`config.mk`:
```
export PLATFORM = sky130hd
export DESIGN_NAME = alu_packet_engine
export DESIGN_NICKNAME = d
export VERILOG_FILES = /design/src/rtl/alu_packet_engine.sv
export SDC_FILE = /design/constraint.sdc
export NUM_CORES = 1
export LEC_CHECK = 0
export CELL_PAD_IN_SITES_DETAIL_PLACEMENT = 0
export CELL_PAD_IN_SITES_GLOBAL_PLACEMENT = 1
export CORE_MARGIN = 4
export CORE_UTILIZATION = 49
export CTS_CLUSTER_SIZE = 30
export DETAILED_ROUTE_END_ITERATION = 7
export PLACE_DENSITY_LB_ADDON = 0.1
export SYNTH_ARGS = -nofsm -noshare
export SYNTH_HDL_FRONTEND = slang
export SYNTH_SLANG_ARGS = --single-unit
```
`constraint.sdc`:
```
create_clock -name clk_i -period 3.65 [get_ports clk_i]
set_clock_uncertainty 0.15 [all_clocks]
set_input_delay 0.73 -clock clk_i [delete_from_list [all_inputs] [get_ports clk_i]]
set_output_delay 0.73 -clock clk_i [all_outputs]
set_load 0.005 [all_outputs]
```
`src/rtl/alu_packet_engine.sv`:
```
// Framed byte-stream command engine: echo, add and (with ALU_MUL_EN defined) shift-add multiply.
// Without ALU_MUL_EN the multiply opcode is drained silently like any unknown opcode.
module alu_packet_engine #(
  parameter int unsigned OPERAND_W = 32,
  parameter logic [7:0]  OP_ECHO   = 8'hEC,
  parameter logic [7:0]  OP_ADD    = 8'hA0,
  parameter logic [7:0]  OP_MUL    = 8'h88
) (
  input  logic       clk_i,
  input  logic       rst_ni,
  input  logic [7:0] rx_data_i,
  input  logic       rx_valid_i,
  output logic       rx_ready_o,
  output logic [7:0] tx_data_o,
  output logic       tx_valid_o,
  input  logic       tx_ready_i,
  output logic       busy_o,
  output logic       err_o,
  output logic       led_o
);

  localparam int unsigned B   = OPERAND_W / 8;
  localparam int unsigned BCW = $clog2(B + 1);
  localparam int unsigned MCW = $clog2(OPERAND_W);
`ifdef ALU_MUL_EN
  localparam logic MUL_EN = 1'b1;
`else
  localparam logic MUL_EN = 1'b0;
`endif

  typedef enum logic [3:0] {
    S_HDR_OP, S_HDR_RSV, S_LEN_LO, S_LEN_HI, S_ECHO,
    S_OPERAND, S_MUL_RUN, S_RESULT_TX, S_DRAIN
  } state_e;

  state_e                 state_q, state_d;
  logic [7:0]             op_q, op_d;
  logic [7:0]             len_lo_q, len_lo_d;
  logic [15:0]            cnt_q, cnt_d;
  logic [BCW-1:0]         bidx_q, bidx_d;
  logic [OPERAND_W-1:0]   opnd_q, opnd_d;
  logic [OPERAND_W-1:0]   acc_q, acc_d;
  logic [7:0]             tx_data_q, tx_data_d;
  logic                   tx_valid_q, tx_valid_d;
  logic                   err_q, err_d;
  logic                   led_q, led_d;
`ifdef ALU_MUL_EN
  logic [OPERAND_W-1:0]   mcand_q, mcand_d;
  logic [MCW-1:0]         mcnt_q, mcnt_d;
`endif

  logic                   rx_ready_c;
  logic                   rx_acc_c;
  logic                   is_mul_c;
  logic [15:0]            len_c;
  logic [15:0]            pay_c;
  logic [OPERAND_W-1:0]   opnd_nxt_c;

  assign rx_ready_c = (state_q == S_ECHO) ? (!tx_valid_q || tx_ready_i)
                                          : !(state_q == S_MUL_RUN || state_q == S_RESULT_TX);
  assign rx_acc_c   = rx_valid_i && rx_ready_c;
  assign is_mul_c   = MUL_EN && (op_q == OP_MUL);
  assign len_c      = {rx_data_i, len_lo_q};
  assign pay_c      = len_c - 16'd4;
  // Little-endian operand: each new byte enters at the top and older bytes move down.
  assign opnd_nxt_c = OPERAND_W'({rx_data_i, opnd_q} >> 8);

  always_comb begin
    state_d    = state_q;
    op_d       = op_q;
    len_lo_d   = len_lo_q;
    cnt_d      = cnt_q;
    bidx_d     = bidx_q;
    opnd_d     = opnd_q;
    acc_d      = acc_q;
    tx_data_d  = tx_data_q;
    tx_valid_d = tx_valid_q;
    err_d      = 1'b0;
    led_d      = led_q;
`ifdef ALU_MUL_EN
    mcand_d    = mcand_q;
    mcnt_d     = mcnt_q;
`endif
    if (tx_valid_q && tx_ready_i) tx_valid_d = 1'b0;

    unique case (state_q)
      S_HDR_OP: if (rx_acc_c) begin
        op_d    = rx_data_i;
        state_d = S_HDR_RSV;
      end
      S_HDR_RSV: if (rx_acc_c) state_d = S_LEN_LO;
      S_LEN_LO: if (rx_acc_c) begin
        len_lo_d = rx_data_i;
        state_d  = S_LEN_HI;
      end
      S_LEN_HI: if (rx_acc_c) begin
        cnt_d   = pay_c;
        bidx_d  = '0;
        acc_d   = is_mul_c ? OPERAND_W'(1) : '0;
        state_d = S_HDR_OP;
        if (len_c < 16'd4) begin
          err_d = 1'b1;
        end else if (op_q == OP_ECHO) begin
          if (pay_c == 16'd0) led_d = ~led_q;
          else                state_d = S_ECHO;
        end else if (op_q == OP_ADD || is_mul_c) begin
          if (pay_c == 16'd0) begin
            err_d = 1'b1;
          end else if ((pay_c % 16'(B)) != 16'd0) begin
            err_d   = 1'b1;
            state_d = S_DRAIN;
          end else begin
            state_d = S_OPERAND;
          end
        end else if (pay_c == 16'd0) begin
          led_d = ~led_q;
        end else begin
          state_d = S_DRAIN;
        end
      end
      S_ECHO: if (rx_acc_c) begin
        tx_data_d  = rx_data_i;
        tx_valid_d = 1'b1;
        cnt_d      = cnt_q - 16'd1;
        if (cnt_q == 16'd1) begin
          state_d = S_HDR_OP;
          led_d   = ~led_q;
        end
      end
      S_OPERAND: if (rx_acc_c) begin
        opnd_d = opnd_nxt_c;
        cnt_d  = cnt_q - 16'd1;
        bidx_d = bidx_q + BCW'(1);
        if (bidx_q == BCW'(B - 1)) begin
          bidx_d = '0;
          if (is_mul_c) begin
`ifdef ALU_MUL_EN
            // Multiplier shifts right out of opnd_q; running product builds in acc_q.
            mcand_d = acc_q;
            acc_d   = '0;
            mcnt_d  = '0;
            state_d = S_MUL_RUN;
`endif
          end else begin
            acc_d = acc_q + opnd_nxt_c;
            if (cnt_q == 16'd1) state_d = S_RESULT_TX;
          end
        end
      end
      S_MUL_RUN: begin
`ifdef ALU_MUL_EN
        if (opnd_q[0]) acc_d = acc_q + mcand_q;
        mcand_d = mcand_q << 1;
        opnd_d  = opnd_q >> 1;
        mcnt_d  = mcnt_q + MCW'(1);
        if (mcnt_q == MCW'(OPERAND_W - 1)) state_d = (cnt_q == 16'd0) ? S_RESULT_TX : S_OPERAND;
`else
        state_d = S_HDR_OP;
`endif
      end
      S_RESULT_TX: if (!tx_valid_q || tx_ready_i) begin
        if (bidx_q != BCW'(B)) begin
          tx_data_d  = acc_q[7:0];
          tx_valid_d = 1'b1;
          acc_d      = acc_q >> 8;
          bidx_d     = bidx_q + BCW'(1);
        end else begin
          state_d = S_HDR_OP;
          led_d   = ~led_q;
        end
      end
      S_DRAIN: if (rx_acc_c) begin
        cnt_d = cnt_q - 16'd1;
        if (cnt_q == 16'd1) begin
          state_d = S_HDR_OP;
          led_d   = ~led_q;
        end
      end
      default: state_d = S_HDR_OP;
    endcase
  end

  always_ff @(posedge clk_i or negedge rst_ni) begin
    if (!rst_ni) begin
      state_q    <= S_HDR_OP;
      op_q       <= '0;
      len_lo_q   <= '0;
      cnt_q      <= '0;
      bidx_q     <= '0;
      opnd_q     <= '0;
      acc_q      <= '0;
      tx_data_q  <= '0;
      tx_valid_q <= 1'b0;
      err_q      <= 1'b0;
      led_q      <= 1'b0;
`ifdef ALU_MUL_EN
      mcand_q    <= '0;
      mcnt_q     <= '0;
`endif
    end else begin
      state_q    <= state_d;
      op_q       <= op_d;
      len_lo_q   <= len_lo_d;
      cnt_q      <= cnt_d;
      bidx_q     <= bidx_d;
      opnd_q     <= opnd_d;
      acc_q      <= acc_d;
      tx_data_q  <= tx_data_d;
      tx_valid_q <= tx_valid_d;
      err_q      <= err_d;
      led_q      <= led_d;
`ifdef ALU_MUL_EN
      mcand_q    <= mcand_d;
      mcnt_q     <= mcnt_d;
`endif
    end
  end

  assign rx_ready_o = rx_ready_c;
  assign tx_data_o  = tx_data_q;
  assign tx_valid_o = tx_valid_q;
  assign busy_o     = (state_q != S_HDR_OP);
  assign err_o      = err_q;
  assign led_o      = led_q;

endmodule

```
[Word level (Yosys, flattened, before mapping)]
Index checks and enable logic that the tools add are counted.
Word-level totals
  flip-flop bits (word level): 114
  bits of input ports: 12
Cells by class
  multiplexer cells: 61
  bitwise operators: 1
  $lt $le $gt $ge: 1
  reduce and logical (&&, ||, !) cells: 25
  add/subtract/negate cells: 4
  eq/ne operators: 29
Operators with widths (count)
  32-bit 2-to-1 mux: 5
  32-bit case mux with 3 select lines: 1
  4-bit 2-to-1 mux: 17
  32-bit adder: 1
  16-bit 2-to-1 mux: 2
  16-bit case mux with 2 select lines: 1
  4-bit case mux with 7 select lines: 1
  8-bit 2-to-1 mux: 3
  2-bit inequality test, second input constant: 11
  1-bit 2-to-1 mux: 21
  3-bit 2-to-1 mux: 6
  16-bit by 1-bit == test with 1-bit output, second input constant: 1
  4-bit by 3-bit == test with 1-bit output, second input constant: 4
  8-bit == test, second input constant: 2
  16-bit logical NOT: 1
  16-bit by 3-bit < comparator with 1-bit output, second input constant: 1
  8-bit case mux with 2 select lines: 1
  16-bit nonzero test: 1
  16-bit by 1-bit subtractor with 16-bit output, second input constant: 1
  16-bit by 3-bit subtractor with 16-bit output, second input constant: 1
  11-bit AND reduction: 1
  3-bit case mux with 3 select lines: 1
  4-bit by 2-bit == test with 1-bit output, second input constant: 2
  2-bit by 1-bit inequality test with 1-bit output, second input constant: 4
  23 further kinds: 31

[Logic depth before layout (Yosys ltp)]
Gate-level depths: netlist of run 1.
  word-level depth: 9
  mapped depth: 11
  depth with buffers taken out: 11

[Least setup slack after synthesis of run 1]
OpenSTA, ideal clock, no wires.
  path type: register to register
  start point: register acc_q[0]
  end point: register acc_q[30]
  data required time: 3.369 ns
  setup slack: 0.786 ns
  arrival time: 2.582 ns
  library setup time: 0.131 ns
  stages on the path, launching flop included: 12
  clock period less this slack: 2.864 ns
  cell sequence: dfrtp_1 > ha_1 > fa_1 > a21oi_1 > o211ai_1 > nand3_1 > a211oi_1 > a221o_1 > a211o_1 > a311o_1 > xnor2_1 > o21ai_1
On the way
  longest elaborated chain between the ends: 4
RTL lines
  from (decl): line 42  | logic [OPERAND_W-1:0] acc_q, acc_d;
  from (signal assigned): line 191  | acc_q <= '0;
  from (signal assigned): line 207  | acc_q <= acc_d;
  32-bit adder: line 145  | acc_d = acc_q + opnd_nxt_c;
  32-bit 2-to-1 mux: line 134  | if (bidx_q == BCW'(B - 1)) begin
  32-bit 2-to-1 mux: line 130  | S_OPERAND: if (rx_acc_c) begin
  32-bit case mux with 3 select lines: line 86  | unique case (state_q)
Every way passes these cells. The select of a mux whose other input is x is not followed.
A chain may end at the register's enable or synchronous reset.

[Worst setup path after layout of run 1]
  start point: input tx_ready_i
  end point: output rx_ready_o
On the way
  longest elaborated chain between the ends: 2
RTL lines
  from (decl): line 16  | input logic tx_ready_i,
  1-bit logical OR: line 59  | assign rx_ready_c = (state_q == S_ECHO) ? (!tx_valid_q || tx_ready_i)
  1-bit 2-to-1 mux: line 59
  to (decl): line 13  | output logic rx_ready_o,
Every way passes these cells.

==> results of run 1 <==
## synth_stat cells (19+ instances only)
master / n
sky130_fd_sc_hd__a21oi_1: 60
sky130_fd_sc_hd__a22oi_1: 20
sky130_fd_sc_hd__clkbuf_1: 26
sky130_fd_sc_hd__dfrtp_1: 106
sky130_fd_sc_hd__ha_1: 39
sky130_fd_sc_hd__mux2_2: 38
sky130_fd_sc_hd__nand2_1: 77
sky130_fd_sc_hd__nor2_1: 45
sky130_fd_sc_hd__nor3_1: 21
sky130_fd_sc_hd__o21ai_0: 63
sky130_fd_sc_hd__xnor2_1: 19
## layout by cell type, fill, tap and decap left out, drive strengths merged, types with 6 or more instances in the layout
master	count
mux2	39
nor4	6
nand2	77
xnor2	19
a211oi	7
o31ai	6
or2	6
a22oi	20
ha	39
clkbuf	11
a21oi	64
inv	18
and3	6
mux2i	11
clkdlybuf4s50	23
a21o	14
nor3	22
nand2b	9
buf	20
o211ai	6
xor2	18
o21ai	73
nand3	19
nor2	45
dfrtp	106
## logic make-up after synthesis
family	count (synthesis)	synth area share (%)
AOI/OAI and AO/OA	247	23.7
and+or+nand+nor	218	15.2
DFF	106	38.1
buffers and inverters	53	3.18
muxes	50	7.89
adders and majority gates	40	7.29
xor gates and xnor gates	37	4.65
## power by group through the flow
stage	clock [W]	combinational, W	sequential (W)
after floorplan	0	0.000802	0.00159
after global placement	0	0.00107	0.00165
after detailed placement	0	0.00110	0.00167
after CTS	0.00104	0.00110	0.00165
after global routing	0.00109	0.00123	0.00169
final	0.00101	0.00110	0.00165
## worst max-delay path by stage
stage,cells after the start,slack (ns),from,to
2_1_floorplan,11,0.79,acc_q[0],acc_q[30]
3_3_place_gp,8,0.40,rx_data_i[4],led_o
3_5_place_dp,7,0.38,rx_data_i[4],state_q[2]
4_1_cts,5,0.45,tx_ready_i,rx_ready_o
5_1_grt,11,0.28,acc_q[0],acc_q[30]
6_report,5,0.46,tx_ready_i,rx_ready_o
## area by class of cell
class / instances / share of cell area (%)
Clock buffer: 11 / 3.26
Clock inverter: 5 / 0.678
Multi-Input combinational cell: 592 / 53.0
Timing Repair Buffer: 43 / 5.07
Tap cell: 180 / 2.91
Inverter: 18 / 0.872
Sequential cell: 106 / 34.2
## flip-flops by register name, summed over array words and instances (netlist names), 3 cells and up
signal     cells
cnt_q         16
acc_q         32
opnd_q        24
tx_data_o      8
op_q           8
bidx_q         3
len_lo_q       8
state_q        4
## layer usage
metal  vias to the layer above  track usage [%]
met5                         -                0
met4                         0             6.56
met3                        20             4.26
met2                       124             40.5
met1                      2825             30.1
li1                       2793                -
## metrics by stage
step / hold slack (ns) / power [W] / area, um^2 / instances
6_report: 0.315 / 0.00377 / 7750 / 955
5_1_grt: 0.363 / 0.00400 / 7750 / 955
4_1_cts: 0.341 / 0.00379 / 7750 / 955
3_5_place_dp: 0.339 / 0.00277 / 7450 / 939
3_3_place_gp: 0.334 / 0.00273 / 7450 / 939
2_1_floorplan: 0.284 / 0.00239 / 6970 / 751
## critical path, delay by kind of cell
| family | cells | cell delay, ns |
|---|---|---|
| buf+inv | 2 | 1.03 |
| compound gates | 1 | 0.28 |
| simple gates | 2 | 0.26 |
==> qor.txt, run 1 <==
TIMING
-------------------------------------------------------------------------------------------------
Final setup violation count                                                                     0
Number of max-slew violations in the final report                                               0
Headroom to the max-slew limit                                                              33.4%
RSZ-0062 raised after global routing                                                           no
Setup slack after layout                                                                 0.464 ns
Actual slew at the worst max-slew pin                                                    0.995 ns
Share of the clock period used by the worst path                                            87.3%
Setup TNS                                                                                    0 ns
Maximum clock frequency                                                                   314 MHz
Endpoints failing hold                                                                          0
Min Tclk post-route                                                                       3.19 ns

WORST SETUP PATH
-------------------------------------------------------------------------------------------------
R2r startpoint                                                                           acc_q[0]
Data required time at the worst endpoint                                                  2.77 ns
Largest incremental delay on the critical path                                            0.58 ns
Cells traversed along the worst timing path                                          clkdlybuf4s50_1 -> nand2b_1 -> nor2_1 -> o21ai_0 -> clkdlybuf4s50_1
CP Max Fanout                                                                                   5
Setup CP Type                                                                              in2out
Minimum setup slack among reg-to-reg paths                                                0.48 ns
Crit path max-delay cell type                                                        sky130_fd_sc_hd__clkdlybuf4s50_1
Critical path startpoint category                                                      input port
Cell mode on critical path                                                           sky130_fd_sc_hd__clkdlybuf4s50_1
Crit path capture type                                                               primary output
Worst r2r path cells                                                                           11
Data arrival, critical path                                                               2.31 ns
Worst R2R End                                                                           acc_q[30]

FLOORPLANNING
-------------------------------------------------------------------------------------------------
Die Y-Extent                                                                               127 um
Number of top-level design ports                                                               25
Chip width                                                                                 127 um
Starting Density                                                                            50.2%
Core ar.                                                                              0.0139 mm^2
Die Area                                                                              0.0162 mm^2
Count of standard-cell rows                                                                    43

CTS
-------------------------------------------------------------------------------------------------
H-Tree Depth                                                                                    3
Total number of clock tree sinks                                                              106
Clock transition at the registers of the reported paths                                   0.07 ns
Quantity of hold-fixing buffers added after cts                                                 0
Clk root buf                                                                         sky130_fd_sc_hd__clkbuf_16
Buffer count from post-CTS setup fixing                                                         0
CTS tree                                                                                      yes
Clock buffers created by TritonCTS                                                              9
Post-cts repair resize count                                                                    0
Number of buffers on the longest clock path                                                     2
Clock latency of the later-clocked register in the worst-skew pair                        0.36 ns

YOSYS
-------------------------------------------------------------------------------------------------
Synthesized cell area                                                                0.00697 mm^2
Cell accounting for the most synthesized area                                        sky130_fd_sc_hd__dfrtp_1
Number of synthesized register bits                                                           106
Fraction of registers with async set or reset after synthesis                                100%
Synth warn                                                                                      0
Area fraction of the dominant cell type after synthesis                                     38.1%
Mean area per synthesized cell                                                          9.27 um^2
Net count after synthesis                                                                     803
Fraction of the yosys area taken by sequential cells                                        38.1%
Number of cells produced by synthesis                                                         751
Number of distinct library cell variants in the gate-level netlist after synthesis             76
Main synth FF type                                                                   sky130_fd_sc_hd__dfrtp_1
Top cells by area in the synthesized netlist                                         sky130_fd_sc_hd__dfrtp_1 38%, sky130_fd_sc_hd__ha_1 7.0%, sky130_fd_sc_hd__mux2_2 6.1%
Number of enable flip-flop cells after synthesis                                                0

POWER
-------------------------------------------------------------------------------------------------
Sw Share                                                                                    34.8%
Sequential power share                                                                      43.9%
Power share of the clock group                                                              26.9%
Max rail drop VDD                                                                          258 uV
Internal power consumption                                                              0.00246 W
Share of power burned in combinational logic                                                29.3%
Switching pwr                                                                           0.00131 W
Total power density per cell area                                                     486 mW/mm^2
Leakage                                                                                   3.41 nW

ROUTE
-------------------------------------------------------------------------------------------------
Met1 Wirelength                                                                           8.32 mm
Met3 wire len                                                                              684 um
Vias after detailed routing                                                                  5762
Post-detailed-route DRC marker count                                                            0
Post-DR vias/cell                                                                            6.03
Router iterations before antenna repair                                                         5
Initial drt markers                                                                           411
Final antenna-violating net count                                                               0
Met2 WL                                                                                   9.07 mm
Drt wl/cell                                                                               19.3 um
Highest routed layer                                                                         met4
Drt total wl                                                                              18.4 mm

GRT
-------------------------------------------------------------------------------------------------
Global router's overall resource usage                                                      23.4%
First-pass GRT wire length                                                                30.0 mm
Pin count of the biggest net entering global routing                                           61
Antenna violations before repair                                                                0
Final global-route overflow total                                                               0
Vias in the first global route                                                               5701

STATUS
-------------------------------------------------------------------------------------------------
Status                                                                               finished clean

LAYOUT
-------------------------------------------------------------------------------------------------
Area growth, synth to finish                                                                11.3%
Share of the core filled with cells in the final layout                                     55.8%
Number of nets at the end of the flow                                                         822
Area taken by multi-input logic gates                                                0.00411 mm^2
Layout cells sized above 1                                                                  13.4%
Area used by sequential logic in the layout                                          0.00265 mm^2
Layout filler cell count                                                                     1256
Ant diodes                                                                                      0

PLACE
-------------------------------------------------------------------------------------------------
Placer congestion estimate                                                                  0.864
Port Buf Inserts                                                                               24
Dpl hpwl                                                                                  13.4 mm
Worst slack after detailed placement                                                     0.383 ns

RUN
-------------------------------------------------------------------------------------------------
Number of max-cap violations                                                                    0

WORST HOLD PATH
-------------------------------------------------------------------------------------------------
Worst min-delay path class                                                               in2async

No activity file was read; power rests on OpenSTA's default activity.
==> run 2: changes to the inputs <==
--- a/config.mk
+++ b/config.mk
@@ -11,7 +11,9 @@
 export CORE_UTILIZATION = 49
 export CTS_CLUSTER_SIZE = 30
 export DETAILED_ROUTE_END_ITERATION = 7
+export GPL_TIMING_DRIVEN = 0
 export PLACE_DENSITY_LB_ADDON = 0.1
+export SKIP_CTS_REPAIR_TIMING = 1
 export SYNTH_ARGS = -nofsm -noshare
 export SYNTH_HDL_FRONTEND = slang
 export SYNTH_SLANG_ARGS = --single-unit
==> run 2 against run 1 <==
Compared with the run above: non-clock buffer count grew 16; setup slack lost 0.23 ns; final area shrank 0.24%; highest routed layer unchanged; global-route usage grew 1.4 points; largest power group unchanged; register-to-register slack lost 0.05 ns.
==> qor.txt, run 2 (synthesized netlist as in run 1, its figures left out) <==
CTS
---------------------------------------------------------------------------------
H-Tree Depth                                                                    3   unchanged
Clock buffers created by TritonCTS                                              9   unchanged
CTS tree                                                                      yes   unchanged
Total number of clock tree sinks                                              106   unchanged
Number of buffers on the longest clock path                                     2   unchanged
Clock latency of the later-clocked register in the worst-skew pair        0.36 ns   about the same
Clk root buf                                                         sky130_fd_sc_hd__clkbuf_16   unchanged
Clock transition at the registers of the reported paths                   0.07 ns   about the same

WORST SETUP PATH
---------------------------------------------------------------------------------
Minimum setup slack among reg-to-reg paths                                0.43 ns   was 0.48 ns
CP Max Fanout                                                                   8   was 5
Cell mode on critical path                                           sky130_fd_sc_hd__nand2_1   was sky130_fd_sc_hd__clkdlybuf4s50_1
Dominant delay contributor by cell family on the critical path       buffers and inverters   unchanged
Worst R2R End                                                           acc_q[30]   unchanged
Cells traversed along the worst timing path                          clkdlybuf4s50_1 -> ha_1 -> nand2_1 -> nor4_1 -> nand2_1 -> o21ai_1 -> o41ai_2 -> mux2_1 -> o311ai_1   was clkdlybuf4s50_1 -> nand2b_1 -> nor2_1 -> o21ai_0 -> clkdlybuf4s50_1
Worst r2r path cells                                                           11   unchanged
R2r startpoint                                                           acc_q[0]   unchanged
Crit path max-delay cell type                                        sky130_fd_sc_hd__clkdlybuf4s50_1   unchanged
Data arrival, critical path                                               3.53 ns   was 2.31 ns
Data required time at the worst endpoint                                  3.76 ns   was 2.77 ns
Critical path startpoint category                                      input port   unchanged
Buf/Inv on CP                                                                   1   was 2
Crit path capture type                                                  flip-flop   was primary output
Largest incremental delay on the critical path                            0.69 ns   was 0.58 ns
Setup CP Type                                                              in2reg   was in2out

TIMING
---------------------------------------------------------------------------------
Min Tclk post-route                                                       3.42 ns   was 3.19 ns
Endpoints failing hold                                                          0   unchanged
Final setup violation count                                                     0   unchanged
RSZ-0062 raised after global routing                                           no   unchanged
Setup TNS                                                                    0 ns   unchanged
Actual slew at the worst max-slew pin                                    0.946 ns   was 0.995 ns
Share of the clock period used by the worst path                            93.7%   was 87.3%
Number of max-slew violations in the final report                               0   unchanged
Maximum clock frequency                                                   292 MHz   was 314 MHz
Headroom to the max-slew limit                                              36.7%   was 33.4%

WORST HOLD PATH
---------------------------------------------------------------------------------
Worst min-delay path class                                                reg2reg   was in2async
Cell count of the worst hold path                                               1
Hold Path End                                                               led_o
Worst Hold Launch                                                           led_o

ROUTE
---------------------------------------------------------------------------------
Post-detailed-route DRC marker count                                            0   unchanged
Drt total wl                                                              19.5 mm   was 18.4 mm
Final antenna-violating net count                                               0   unchanged
Vias after detailed routing                                                  5977   was 5762
Drt wl/cell                                                               20.0 um   was 19.3 um
Router iterations before antenna repair                                         5   unchanged
Initial drt markers                                                           513   was 411
Post-DR vias/cell                                                            6.16   was 6.03

RUN
---------------------------------------------------------------------------------
Number of max-cap violations                                                    0   unchanged

GRT
---------------------------------------------------------------------------------
Global router's overall resource usage                                      24.8%   was 23.4%
Pin count of the biggest net entering global routing                           66   was 61
Antenna violations before repair                                                0   unchanged
Vias in the first global route                                               6040   was 5701
First-pass GRT wire length                                                31.7 mm   was 30.0 mm
Final global-route overflow total                                               0   unchanged

POWER
---------------------------------------------------------------------------------
Max rail drop VDD                                                          311 uV   was 258 uV
Total power density per cell area                                     487 mW/mm^2   was 486 mW/mm^2
Sw Share                                                                    35.8%   was 34.8%
Leakage                                                                   3.38 nW   was 3.41 nW
Share of power burned in combinational logic                                30.3%   was 29.3%
Switching pwr                                                           0.00135 W   was 0.00131 W
Internal power consumption                                              0.00242 W   was 0.00246 W
Power share of the clock group                                              26.5%   was 26.9%
Sequential power share                                                      43.3%   was 43.9%

LAYOUT
---------------------------------------------------------------------------------
Layout cells sized above 1                                                  11.3%   was 13.4%
Flip-flop count of the largest register after layout                           32   unchanged
Number of nets at the end of the flow                                         838   was 822
Biggest registers after layout                                       acc_q x32, opnd_q x24, cnt_q x16   unchanged
Most used cells in the layout excluding fill and tap cells           106 x sky130_fd_sc_hd__dfrtp_1, 77 x sky130_fd_sc_hd__nand2_1, 63 x sky130_fd_sc_hd__o21ai_0, 60 x sky130_fd_sc_hd__a21oi_1, 45 x sky130_fd_sc_hd__nor2_1   was 106 x sky130_fd_sc_hd__dfrtp_1, 77 x sky130_fd_sc_hd__nand2_1, 63 x sky130_fd_sc_hd__o21ai_0, 60 x sky130_fd_sc_hd__a21oi_1, 43 x sky130_fd_sc_hd__nor2_1
Ant diodes                                                                      0   unchanged
Reg with most FFs                                                           acc_q   unchanged
Share of the core filled with cells in the final layout                     55.7%   was 55.8%
Most common library cell in the layout ignoring fill and taps        sky130_fd_sc_hd__dfrtp_1   unchanged
Area growth, synth to finish                                                11.0%   was 11.3%

PLACE
---------------------------------------------------------------------------------
Placer congestion estimate                                                  0.903   was 0.864
Port Buf Inserts                                                               23   was 24
Dpl hpwl                                                                  14.7 mm   was 13.4 mm

FLOORPLANNING
---------------------------------------------------------------------------------
Die Area                                                              0.0162 mm^2   unchanged
Core ar.                                                              0.0139 mm^2   unchanged
Die Y-Extent                                                               127 um   unchanged
Chip width                                                                 127 um   unchanged
Starting Density                                                            50.2%   unchanged
Number of top-level design ports                                               25   unchanged
Count of standard-cell rows                                                    43   unchanged

STATUS
---------------------------------------------------------------------------------
Status                                                               finished clean   unchanged

## run 2: per-layer routing
layer / routed length (um) / vias up / track usage [%]
li1: - / 2845 / -
met1: 8380 / 2934 / 31.1
met2: 9600 / 160 / 42.3
met3: 949 / 38 / 5.31
met4: 528 / 0 / 9.34
met5: 0 / - / 0
## run 2: final cells by class
class                           instances  area [um^2]
Buffer                                 35          154
Clock buffer                           11          233
Clock inverter                          5         61.3
Fill cell                            1279         6150
Inverter                               18         67.6
Multi-Input combinational cell        592         4090
Sequential cell                       106         2650
Tap cell                              180          225
Timing Repair Buffer                   24          248
## run 2: worst max path at each step
stage                             from         to  cells past startpoint
after floorplan               acc_q[0]  acc_q[30]                     11
after global placement          rst_ni  acc_q[25]                      1
after detailed placement  rx_data_i[0]  acc_q[31]                      9
after CTS                 rx_data_i[0]  acc_q[31]                      9
after global routing      rx_data_i[0]  acc_q[31]                      9
final                     rx_data_i[0]  acc_q[31]                      9
## run 2: through the flow
step                      std cells  total power [W]  hold slack (ns)  area [um^2]  setup slack, ns
after detailed placement        955          0.00279            0.317         7440          -0.0585
after floorplan                 751          0.00239            0.284         6970            0.786
after global routing            971          0.00400            0.345         7730           0.0820
after global placement          954          0.00274            0.314         7420            -2.42
after CTS                       971          0.00379            0.327         7730            0.316
final                           971          0.00377            0.318         7730            0.231
## run 2: power by group through the flow
stage / Clock [W] / Sequential [W] / Combinational, W
after floorplan: 0 / 0.00159 / 0.000802
after global placement: 0 / 0.00163 / 0.00111
after detailed placement: 0 / 0.00165 / 0.00114
after CTS: 0.00102 / 0.00163 / 0.00114
after global routing: 0.00106 / 0.00166 / 0.00127
final: 0.000997 / 0.00163 / 0.00114
==> RTL change (settings of run 1) <==
Reset style: synchronous (`rst_ni`), changed in one clocked block.
--- a/src/rtl/alu_packet_engine.sv
+++ b/src/rtl/alu_packet_engine.sv
@@ -181,5 +181,5 @@
   end
 
-  always_ff @(posedge clk_i or negedge rst_ni) begin
+  always_ff @(posedge clk_i) begin
     if (!rst_ni) begin
       state_q    <= S_HDR_OP;
Check against the original RTL: differs if rst_ni is asserted again (counterexample within 4 cycles, from zero or initial values and one cycle with rst_ni low); with rst_ni held inactive, the same outputs for 4 cycles.
==> RTL change against run 1 <==
- non-clock buffer count up 9
- power shrank 25%
- wire length up 8.1%
- synthesized area shrank 3.9%
- sequential cell count is the same
- count of clock-buffer cells in the layout increased by 1
- cell count rose by 11%
- global-route usage up 1.5 points
- cell area is 4.0% lower
- worst setup slack worse by 0.093 ns
- largest cell class unchanged
==> RTL change: results <==
[outcome]
outcome = completed

[synthesis]
post_synth.cell_area_avg_sq_um = 7.70
yosysSeqAreaShare = 0.317
ys_async_sr_fraction = 0
synthTopCellsByCount = 111 x nor2_1, 106 x dfxtp_1, 100 x nand2_1
yosys-top-cells-area = dfxtp_1 32%, ha_1 7.3%, a21oi_1 6.6%
yosys_warnings = 0
synth_cell_type_count = 70
syn_nets = 921

[grt]
grt_pass1_vias = 6152
grtUsageTotal = 0.249
grt_first_pass_wirelength_mm = 31.8
grt_max_degree = 46

[power_and_ir_drop]
total_leakage_power_uw = 0.00282
peakVddDrop_mv = 0.219

[routing]
drtPass1Iterations = 5
wl_mm = 19.9
drtIter0Drc = 767
routedWlPerCell_um = 18.8
routed_via_density = 6.10

[clock_network]
cts_resized = 0
clock_path_buffers = 2

[sta]
drv_slew = 0
relSlewSlack = 0.460

[placement]
dp_cells = 1047
gp_congestion = 0.930
dpl-instance-area_sq_um = 7200
pre_cts_slack_ns = 0.0105
dpl.hpwl_mm = 14.5

[min_path]
min_path_type = reg2reg

[setup_path]
arrival_ns = 3.35
path_max_fanout = 4

[layout]
layout-drive-gt1-share = 0.0656
final_area_sq_um = 7440
nets = 934
-- RTL change: cells by family (layout without fill, tap and decap cells) --
family | Yosys count | count (layout) | share of synthesized area
XOR/XNOR | 36 | 36 | 0.0482
adder cells (fa/ha/maj) | 40 | 40 | 0.0759
buffers and inverters | 66 | 81 | 0.0383
flip-flops | 106 | 106 | 0.317
multiplexers | 29 | 29 | 0.0436
AO/OA/AOI/OAI | 252 | 252 | 0.237
AND/OR/NAND/NOR | 340 | 340 | 0.240
-- RTL change: worst paths after layout --
kind                                    from         to  depth (start not counted)  slack (ns)
worst max-delay path            rx_data_i[0]      led_o                         11        0.37
worst min register to register     opnd_q[8]  opnd_q[8]                          2        0.32
worst max register to register      acc_q[0]  acc_q[30]                         11        0.48
worst min-delay path               opnd_q[8]  opnd_q[8]                          2        0.32
-- RTL change: routing by layer --
layer  vias up  GRT usage  share of wire
met5         -          0              0
met2       202      0.423           0.49
met3        37     0.0519          0.059
li1       3172          -              -
met1      3059      0.312           0.43
met4         0     0.0855          0.021
-- RTL change: power by group --
part | switching (uW) | internal, uW
Sequential | 78.3 | 1220
Clock | 417 | 452
Combinational | 381 | 262
-- RTL change: cell type report --
class | count | area (sq um)
Fill cell | 1268 | 5860
Clock buffer | 12 | 236
Sequential cell | 106 | 2120
Timing Repair Buffer | 52 | 475
Clock inverter | 1 | 5.00
Inverter | 16 | 60.1
Tap cell | 176 | 220
Multi-Input combinational cell | 697 | 4320
-- RTL change: critical path: stages --
cell	delay (ns)
clkdlybuf4s50_1	0.50
nor4_2	0.40
nand3_2	0.15
or3_4	0.36
xnor2_2	0.14
nor4_1	0.41
buf_4	0.21
nand3_1	0.08
a21oi_1	0.19
xnor2_1	0.13
nor2_1	0.05
